`src/rtl/ex_muldiv.sv`:
```
// Iterative HI/LO multiply/divide unit sitting at the EX end of ID/EX.
// Build option MULDIV_FAST_MUL_EN: single-cycle multiplier for MULT/MULTU.
module ex_muldiv #(
  parameter logic [7:0] OP_MULT  = 8'h20,
  parameter logic [7:0] OP_MULTU = 8'h21,
  parameter logic [7:0] OP_DIV   = 8'h22,
  parameter logic [7:0] OP_DIVU  = 8'h23,
  parameter logic [7:0] OP_MFHI  = 8'h24,
  parameter logic [7:0] OP_MFLO  = 8'h25,
  parameter logic [7:0] OP_MTHI  = 8'h26,
  parameter logic [7:0] OP_MTLO  = 8'h27
) (
  input  logic        clk,
  input  logic        rst,
  input  logic        in_valid,
  input  logic [7:0]  inst_name,
  input  logic [31:0] readData1,
  input  logic [31:0] readData2,
  input  logic        flush,
  output logic [31:0] hi,
  output logic [31:0] lo,
  output logic [31:0] rdata,
  output logic        busy,
  output logic        stall,
  output logic        done
);

  typedef enum logic [1:0] {S_IDLE, S_MUL, S_DIV, S_FIX} state_t;

  state_t      r_state, w_next;
  logic [4:0]  r_cnt;
  logic [31:0] r_hi, r_lo;
  logic        r_done;
  logic [63:0] r_acc;
  logic [31:0] r_rem, r_opb;
  logic        r_neg_q, r_neg_r, r_is_div;

  function automatic logic [31:0] abs32(input logic signed [31:0] v, input logic sgn);
    return (sgn && v < 0) ? 32'(-v) : 32'(v);
  endfunction

  function automatic logic [31:0] fix32(input logic [31:0] v, input logic neg);
    return neg ? (~v + 32'd1) : v;
  endfunction

  function automatic logic [63:0] fix64(input logic [63:0] v, input logic neg);
    return neg ? (~v + 64'd1) : v;
  endfunction

  logic        w_hilo_op, w_is_md, w_is_div_op, w_signed, w_start, w_dbz;
  logic        w_busy, w_fix_wr, w_mt_ok;
  logic [31:0] w_abs_rs, w_abs_rt;
  logic [32:0] w_sum, w_shift, w_trial;

  assign w_hilo_op   = in_valid && (inst_name >= OP_MULT) && (inst_name <= OP_MTLO);
  assign w_is_div_op = (inst_name == OP_DIV) || (inst_name == OP_DIVU);
  assign w_is_md     = w_is_div_op || (inst_name == OP_MULT) || (inst_name == OP_MULTU);
  assign w_signed    = (inst_name == OP_MULT) || (inst_name == OP_DIV);
  assign w_busy      = (r_state != S_IDLE);
  assign w_start     = in_valid && !w_busy && !flush && w_is_md;
  assign w_dbz       = w_is_div_op && (readData2 == 32'd0);
  assign w_mt_ok     = in_valid && !w_busy && !flush;
  assign w_fix_wr    = (r_state == S_FIX) && !flush;
  assign w_abs_rs    = abs32(readData1, w_signed);
  assign w_abs_rt    = abs32(readData2, w_signed);

  // Shift-add step: conditionally add multiplicand into the upper half, then shift right
  assign w_sum   = {1'b0, r_acc[63:32]} + (r_acc[0] ? {1'b0, r_opb} : 33'd0);
  // Restoring divide step on the 33-bit partial remainder
  assign w_shift = {r_rem, r_acc[31]};
  assign w_trial = w_shift - {1'b0, r_opb};

`ifdef MULDIV_FAST_MUL_EN
  logic [63:0] w_prod;
  assign w_prod = {32'd0, w_abs_rs} * {32'd0, w_abs_rt};
`endif

  always_ff @(posedge clk or negedge rst) begin
    if (!rst) r_state <= S_IDLE;
    else      r_state <= w_next;
  end

  always_comb begin
    w_next = r_state;
    case (r_state)
      S_IDLE: if (w_start) begin
        if (w_is_div_op) w_next = w_dbz ? S_FIX : S_DIV;
        else begin
`ifdef MULDIV_FAST_MUL_EN
          w_next = S_FIX;
`else
          w_next = S_MUL;
`endif
        end
      end
      S_MUL, S_DIV: if (r_cnt == 5'd31) w_next = S_FIX;
      S_FIX:        w_next = S_IDLE;
      default:      w_next = S_IDLE;
    endcase
    if (flush && r_state != S_IDLE) w_next = S_IDLE;
  end

  always_comb begin
    busy  = w_busy;
    stall = w_busy && w_hilo_op;
    rdata = 32'd0;
    if (inst_name == OP_MFHI)      rdata = r_hi;
    else if (inst_name == OP_MFLO) rdata = r_lo;
  end

  always_ff @(posedge clk or negedge rst) begin
    if (!rst) begin
      r_cnt  <= 5'd0;
      r_hi   <= 32'd0;
      r_lo   <= 32'd0;
      r_done <= 1'b0;
    end else begin
      r_done <= w_fix_wr;
      if (w_start) r_cnt <= 5'd0;
      else if (r_state == S_MUL || r_state == S_DIV) r_cnt <= r_cnt + 5'd1;
      if (w_fix_wr) begin
        if (r_is_div) begin
          r_hi <= fix32(r_rem, r_neg_r);
          r_lo <= fix32(r_acc[31:0], r_neg_q);
        end else begin
          {r_hi, r_lo} <= fix64(r_acc, r_neg_q);
        end
      end else if (w_mt_ok && inst_name == OP_MTHI) begin
        r_hi <= readData1;
      end else if (w_mt_ok && inst_name == OP_MTLO) begin
        r_lo <= readData1;
      end
    end
  end

  // Operand/accumulator datapath carries no reset; it is always loaded at accept
  always_ff @(posedge clk) begin
    if (w_start) begin
      r_is_div <= w_is_div_op;
      r_opb    <= w_abs_rt;
      r_neg_q  <= w_signed && !w_dbz && (readData1[31] ^ readData2[31]);
      r_neg_r  <= w_signed && !w_dbz && readData1[31];
      r_rem    <= 32'd0;
      if (w_dbz) begin
        r_acc <= {32'd0, 32'hFFFF_FFFF};
        r_rem <= readData1;
      end else if (w_is_div_op) begin
        r_acc <= {32'd0, w_abs_rs};
      end else begin
`ifdef MULDIV_FAST_MUL_EN
        r_acc <= w_prod;
`else
        r_acc <= {32'd0, w_abs_rs};
`endif
      end
    end else if (r_state == S_MUL) begin
      r_acc <= {w_sum, r_acc[31:1]};
    end else if (r_state == S_DIV) begin
      r_rem        <= w_trial[32] ? w_shift[31:0] : w_trial[31:0];
      r_acc[31:0]  <= {r_acc[30:0], ~w_trial[32]};
    end
  end

  assign hi   = r_hi;
  assign lo   = r_lo;
  assign done = r_done;

endmodule
```
`config.mk`:
```
export PLATFORM = sky130hd
export DESIGN_NAME = ex_muldiv
export DESIGN_NICKNAME = d
export VERILOG_FILES = /design/src/rtl/ex_muldiv.sv
export SDC_FILE = /design/constraint.sdc
export NUM_CORES = 1
export LEC_CHECK = 0
export ABC_AREA = 0
export BUFFER_PORTS_ARGS = -buffer_cell sky130_fd_sc_hd__buf_2
export CAP_MARGIN = 20
export CORE_MARGIN = 1
export CORE_UTILIZATION = 55
export DETAILED_ROUTE_END_ITERATION = 16
export MAX_ROUTING_LAYER = met4
export PLACE_DENSITY = 0.84
export RECOVER_POWER = 100
export SYNTH_ARGS = -nofsm -noshare
export SYNTH_HDL_FRONTEND = slang
export SYNTH_SLANG_ARGS = --single-unit
```
`constraint.sdc`:
```
create_clock -name clk -period 5.8 [get_ports clk]
set_clock_uncertainty 0.1 [all_clocks]
set_input_delay 1.45 -clock clk [delete_from_list [all_inputs] [get_ports clk]]
set_output_delay 1.45 -clock clk [all_outputs]
set_load 0.02 [all_outputs]
```
; ---- Yosys cells after proc, flatten, opt, wreduce, memory -nomap -nowiden
; Cells that the tools add are included.
[word_totals]
regBits = 203
inputBits = 76
word_cells = 115
[classes]
n_addsub = 8
order_cmp = 4
n_eq_ne = 16
mux = 33
bitwise_logic = 5
reduce_logical = 37
[op_table]
columns = op, n
row1 = $mux 32, 23
row2 = $mux 64, 2
row3 = $add 32x1->32 const B, 2
row4 = $add 64x1->64 const B, 1
row5 = $eq 8x6->1 const B, 8
row6 = $lt 32x1->1 const B, 2
row7 = $neg 32->32, 2
row8 = $not 32->32, 2
row9 = $not 64->64, 1
row10 = $add 32x32->33, 1
row11 = $sub 33x32->33, 1
row12 = $logic_not 32->1, 1
row13 = $logic_and 1x1->1, 16
row14 = $reduce_bool 2->1, 6
row15 = $mux 5, 2
row16 = $ge 8x6->1 const B, 1
row17 = $le 8x6->1 const B, 1
row18 = $mux 2, 4
row19 = $ne 3x3->1 const B, 2
row20 = $pmux 2 s3, 1
row21 = $reduce_and 2->1, 3
row22 = $add 5x1->5 const B, 1
row23 = $eq 5x5->1 const B, 1
row24 = $logic_or 1x1->1, 5
row25 = 10 further kinds, 14

; ---- Logic depth before layout (Yosys ltp)
[depth]
depth_word = 8
depth_mapped = 13

; ---- Worst setup path after synthesis
; OpenSTA, ideal clock, no wires.
[synth_path]
path_kind = input -> register
from = input port inst_name[3]
to = register r_rem[0] (enable)
setup_time_ns = 0.421
arrival_time_ns = 3.762
t_required_ns = 5.279
path_slack_ns = 1.518
cell_stages = 8
path_cell_list = nor2_1 -> nand3_1 -> nor2_1 -> nand2_1 -> clkinv_1 -> clkbuf_1 -> nor2_1 -> nor2_1
[synth_via]
elab_chain_cells = 7
word_cells_on_any_way = 11
classes_between = eq/ne: 5 / reduce/logical: 6
[synth_lines]
columns = item, line_no
row1 = "start, declared", 16  ; input logic [7:0] inst_name,
row2 = $eq 8x6->1, 56  ; assign w_is_div_op = (inst_name == OP_DIV) || (inst_name == OP_DIVU);
row3 = $logic_or 1x1->1, 56
row4 = $logic_or 1x1->1, 57  ; assign w_is_md = w_is_div_op || (inst_name == OP_MULT) || (inst_name == OP_MULTU);
row5 = $logic_or 1x1->1 *, 57
row6 = $logic_and 1x1->1 *, 60  ; assign w_start = in_valid && !w_busy && !flush && w_is_md;
row7 = $ne 2x2->1 (no source line) / $reduce_bool 2->1 (equally long branches), n/a
row8 = $reduce_and 2->1 (no source line) *, n/a
row9 = "end signal, assigned", 146  ; r_rem <= readData1;
row10 = "end signal, assigned", 159  ; r_rem <= w_trial[32] ? w_shift[31:0] : w_trial[31:0];
row11 = "end, declared", 35  ; logic [31:0] r_rem, r_opb;
; Mark *: on every way between the ends. The rest lies on a longest branch, timed or not.
; A chain may end at the register's enable or synchronous reset.

; ---- Final worst setup path
[layout_path]
from = input port inst_name[3]
to = output port rdata[10]
[layout_via]
elab_chain_cells = 3
word_cells_on_any_way = 4
classes_between = eq/ne: 2 / mux: 2
[layout_lines]
columns = item, line_no
row1 = $eq 8x6->1, 108  ; else if (inst_name == OP_MFLO) rdata = r_lo;
row2 = $mux 32, 108
row3 = $mux 32 *, 107  ; if (inst_name == OP_MFHI) rdata = r_hi;
row4 = "end, declared", 22  ; output logic [31:0] rdata,
; Marks and branches as above.

==> run summary <==
Peak ir drop on the vdd network: 0.237 mV
RSZ-0062 raised after global routing: no
FF-to-FF End: r_acc[55]$_SDFFCE_PN0P_
Required time of the critical path: 4250 ps
Start point of the worst hold path: r_cnt[4]$_DFFE_PN0P_
Final routed wirelength across all metal layers: 48700 um
Synthesized-area fraction occupied by ao, oa, aoi and oai cells: 0.199
Clock buffers created by TritonCTS: 24
CP Data Arrival Time: 3390 ps
CP endpoint kind: output port
Routed via count divided by cell count: 6.34
Storage cell area: 5740 um2
Wire length per cell after detailed routing: 20.5 um
Floorplan Core Area: 28900 um2
Outcome: finished, violations left
Pre-Repair DR Iteration Count: 6
Overall power: 9.13 mW
Post-synthesis average cell area: 8.88 um2
Detailed-placement wirelength estimate: 36600 um
Tcrit/Tclk final: 0.851
Adder-cell share of the synthesized area: 0.0594
Number of global-route vias before repair: 13875
Count of endpoints failing hold in the final timing report: 0
Clock Root Buffer: clkbuf_16
Via count of the routed design: 15074
Post-DRT Antenna Nets: 0
Cell Rows: 62
Initial DRC count: 1745
Slack of the worst reg-to-reg path: 920 ps
Count of state elements after synthesis: 203
Synth-to-layout area growth: 11.5%
Multiplexer fraction of the synthesized cell area: 0.0923
Max transition margin: -0.147
Asr flop ratio synth: 0.355
Power density over the cells: 503 nW/um2
Violated checks: capacitance limit, slew limit
Clk_lat worst skew: 530 ps
Global-route congestion overflow total: 0
Unique cell type count in the Yosys netlist: 71
# placed instances: 2326
Maxcap violations: 2
Final std cells w/o fill: 2376
Biggest area consumer among synthesized cells: edfxtp_1
Post-Synth XOR/XNOR Area: 0.106
GPL Wtd Cong: 0.991
Number of warning messages in the yosys log: 0
Height of the die: 174 um
Fin util: 0.627
Max FO, Critical Path: 32
Maximum number of pins on one net before global-route repair: 101
Post-cts hold buffer count: 0
Initial core utilization: 0.562
Maximum buffer depth of the clock tree: 3
Setup violation total in the final timing report: 0
Sequential element share of the synthesized area: 0.352
Clock slew seen by the registers of the worst setup and hold paths: 60 ps
Number of nets in the finished design: 2122
Cells on worst reg2reg path: 13
Hold Path Depth: 2
CTS sink count: 203
Number of synthesized flops with an enable pin: 131
Startpoint type of the worst setup path: input pin
Combinational family with the most area after synthesis: compound AO/OA/AOI/OAI gates
Antenna violations before repair: 3
Post-synthesis simple-gate area fraction: 0.155
Number of slew-limit violations in the final report: 134
Top cells by area in the synthesized netlist: edfxtp_1 24%, dfrtp_1 11%, mux2i_1 8.1%
Classification of the worst-slack hold path: flop to flop
Number of standard cells after synthesis: 1833
Total Negative Setup Slacks: 0 ps
Minimum clock period after layout: 4940 ps
Post-synthesis cell area: 16300 um2
Drc violations: 0
Port Buffer Count: 174
Synth Net Count: 1985
Full die area: 30300 um2
Share of the synthesized area in the top cell type: 0.242
Width of the chip: 174 um
Most common cell in the netlist: nor2_1
Htree depth: 1
Setup bufs post-CTS: 0
Area used by multi-input combinational logic: 9930 um2
Category of the critical setup timing path: input pin to output port
Predominant post-synthesis flop cell: edfxtp_1
PostCTS Resize Cnt: 0
Worst hold path endpoint: r_cnt[4]$_DFFE_PN0P_
Worst Tran Pin Value: 1720 ps
Layout cell share with drive strength beyond 1: 0.0865
TritonCTS clock tree: yes
Fill count: 2519
Global-route wire length before repair: 76000 um
Timing-limited maximum frequency: 202 MHz
Top cells by instance count after synthesis: 179 x nor2_1, 151 x nand2_1, 150 x o21ai_0
Global Route Usage Sum: 0.326
Leakage power total: 7.09 nW
Reg2Reg Launch Point: r_acc[0]$_DFFE_PP_
IO Count: 175
-- worst max path at each step --
stage | start | to | slack [ps] | cells past startpoint
5_1_grt | r_acc[0]$_DFFE_PP_ | r_acc[55]$_SDFFCE_PN0P_ | 650 | 13
3_3_place_gp | readData2[6] | r_rem[15]$_DFFE_PP_ | 1140 | 12
4_1_cts | inst_name[0] | rdata[25] | 1370 | 5
2_1_floorplan | inst_name[3] | r_rem[0]$_DFFE_PP_ | 1520 | 8
3_5_place_dp | readData2[6] | r_rem[15]$_DFFE_PP_ | 1020 | 12
6_report | inst_name[3] | rdata[10] | 860 | 7
-- area by class of cell --
type	instances	area share
clock buffer	36	0.0384
sequential	203	0.316
tap	384	0.0265
antenna	4	0.000552
timing repair buffer	203	0.0537
inverter	64	0.0133
multi-input combinational	1474	0.548
clock inverter	8	0.00379
-- state kept, by name, summed over array words and instances (netlist names) --
register and cells:
r_is_div 1, done 1, r_state 2, r_opb 32, r_acc 64, r_cnt 5, r_neg_q 1, hi 32
r_neg_r 1, r_rem 32, lo 32
-- worst max-delay path: stages --
cell      delay (ps)
buf_2             70
nor2_1            40
and3_1           210
nand3b_1          90
clkbuf_1        1110
nor2_1           160
clkbuf_1         230
-- cells by family (layout without fill, tap and decap cells) --
logic type,count (synthesis),count (layout)
compound gates,520,520
xor+xnor,197,197
fa+ha+maj,76,76
buf+inv,156,311
flops,203,203
mux,148,148
other cells,0,4
simple gates,533,533
-- per-stage QoR --
step	instance area (um2)	hold WS, ps	setup slack, ps
after floorplan	16300	393	1520
after global placement	17500	414	1140
after detailed placement	17500	433	1020
after CTS	18300	446	1370
after global routing	18100	490	654
final	18100	439	861
-- cell usage in the layout (no fill, tap or decap), types with 18 or more instances in the layout --
master,n
xnor2_1,118
nor3_1,39
a22oi_1,23
dfrtp_1,72
buf_2,72
o41ai_1,21
o22ai_1,18
ha_1,73
edfxtp_1,131
nor2_1,177
o31ai_1,38
a21oi_1,122
clkbuf_1,119
or4_1,21
nand2_1,151
clkbuf_16,25
xor2_1,79
o21ai_0,170
nand3_1,24
inv_1,62
mux2i_1,131
a21o_1,27
-- layer usage --
| metal | vias to the layer above | share of wire | global-route usage |
|---|---|---|---|
| li1 | 7012 | - | - |
| met1 | 7159 | 0.43 | 0.442 |
| met2 | 776 | 0.44 | 0.502 |
| met3 | 127 | 0.095 | 0.0411 |
| met4 | 0 | 0.037 | 0.114 |
| met5 | - | 0 | - |
-- report_power, final --
group	switching, mW	leakage, nW	internal [mW]
clock	0.611	0.371	0.872
combinational	2.58	4.64	1.77
sequential	0.864	2.08	2.43
(Power assumes the default switching activity.)
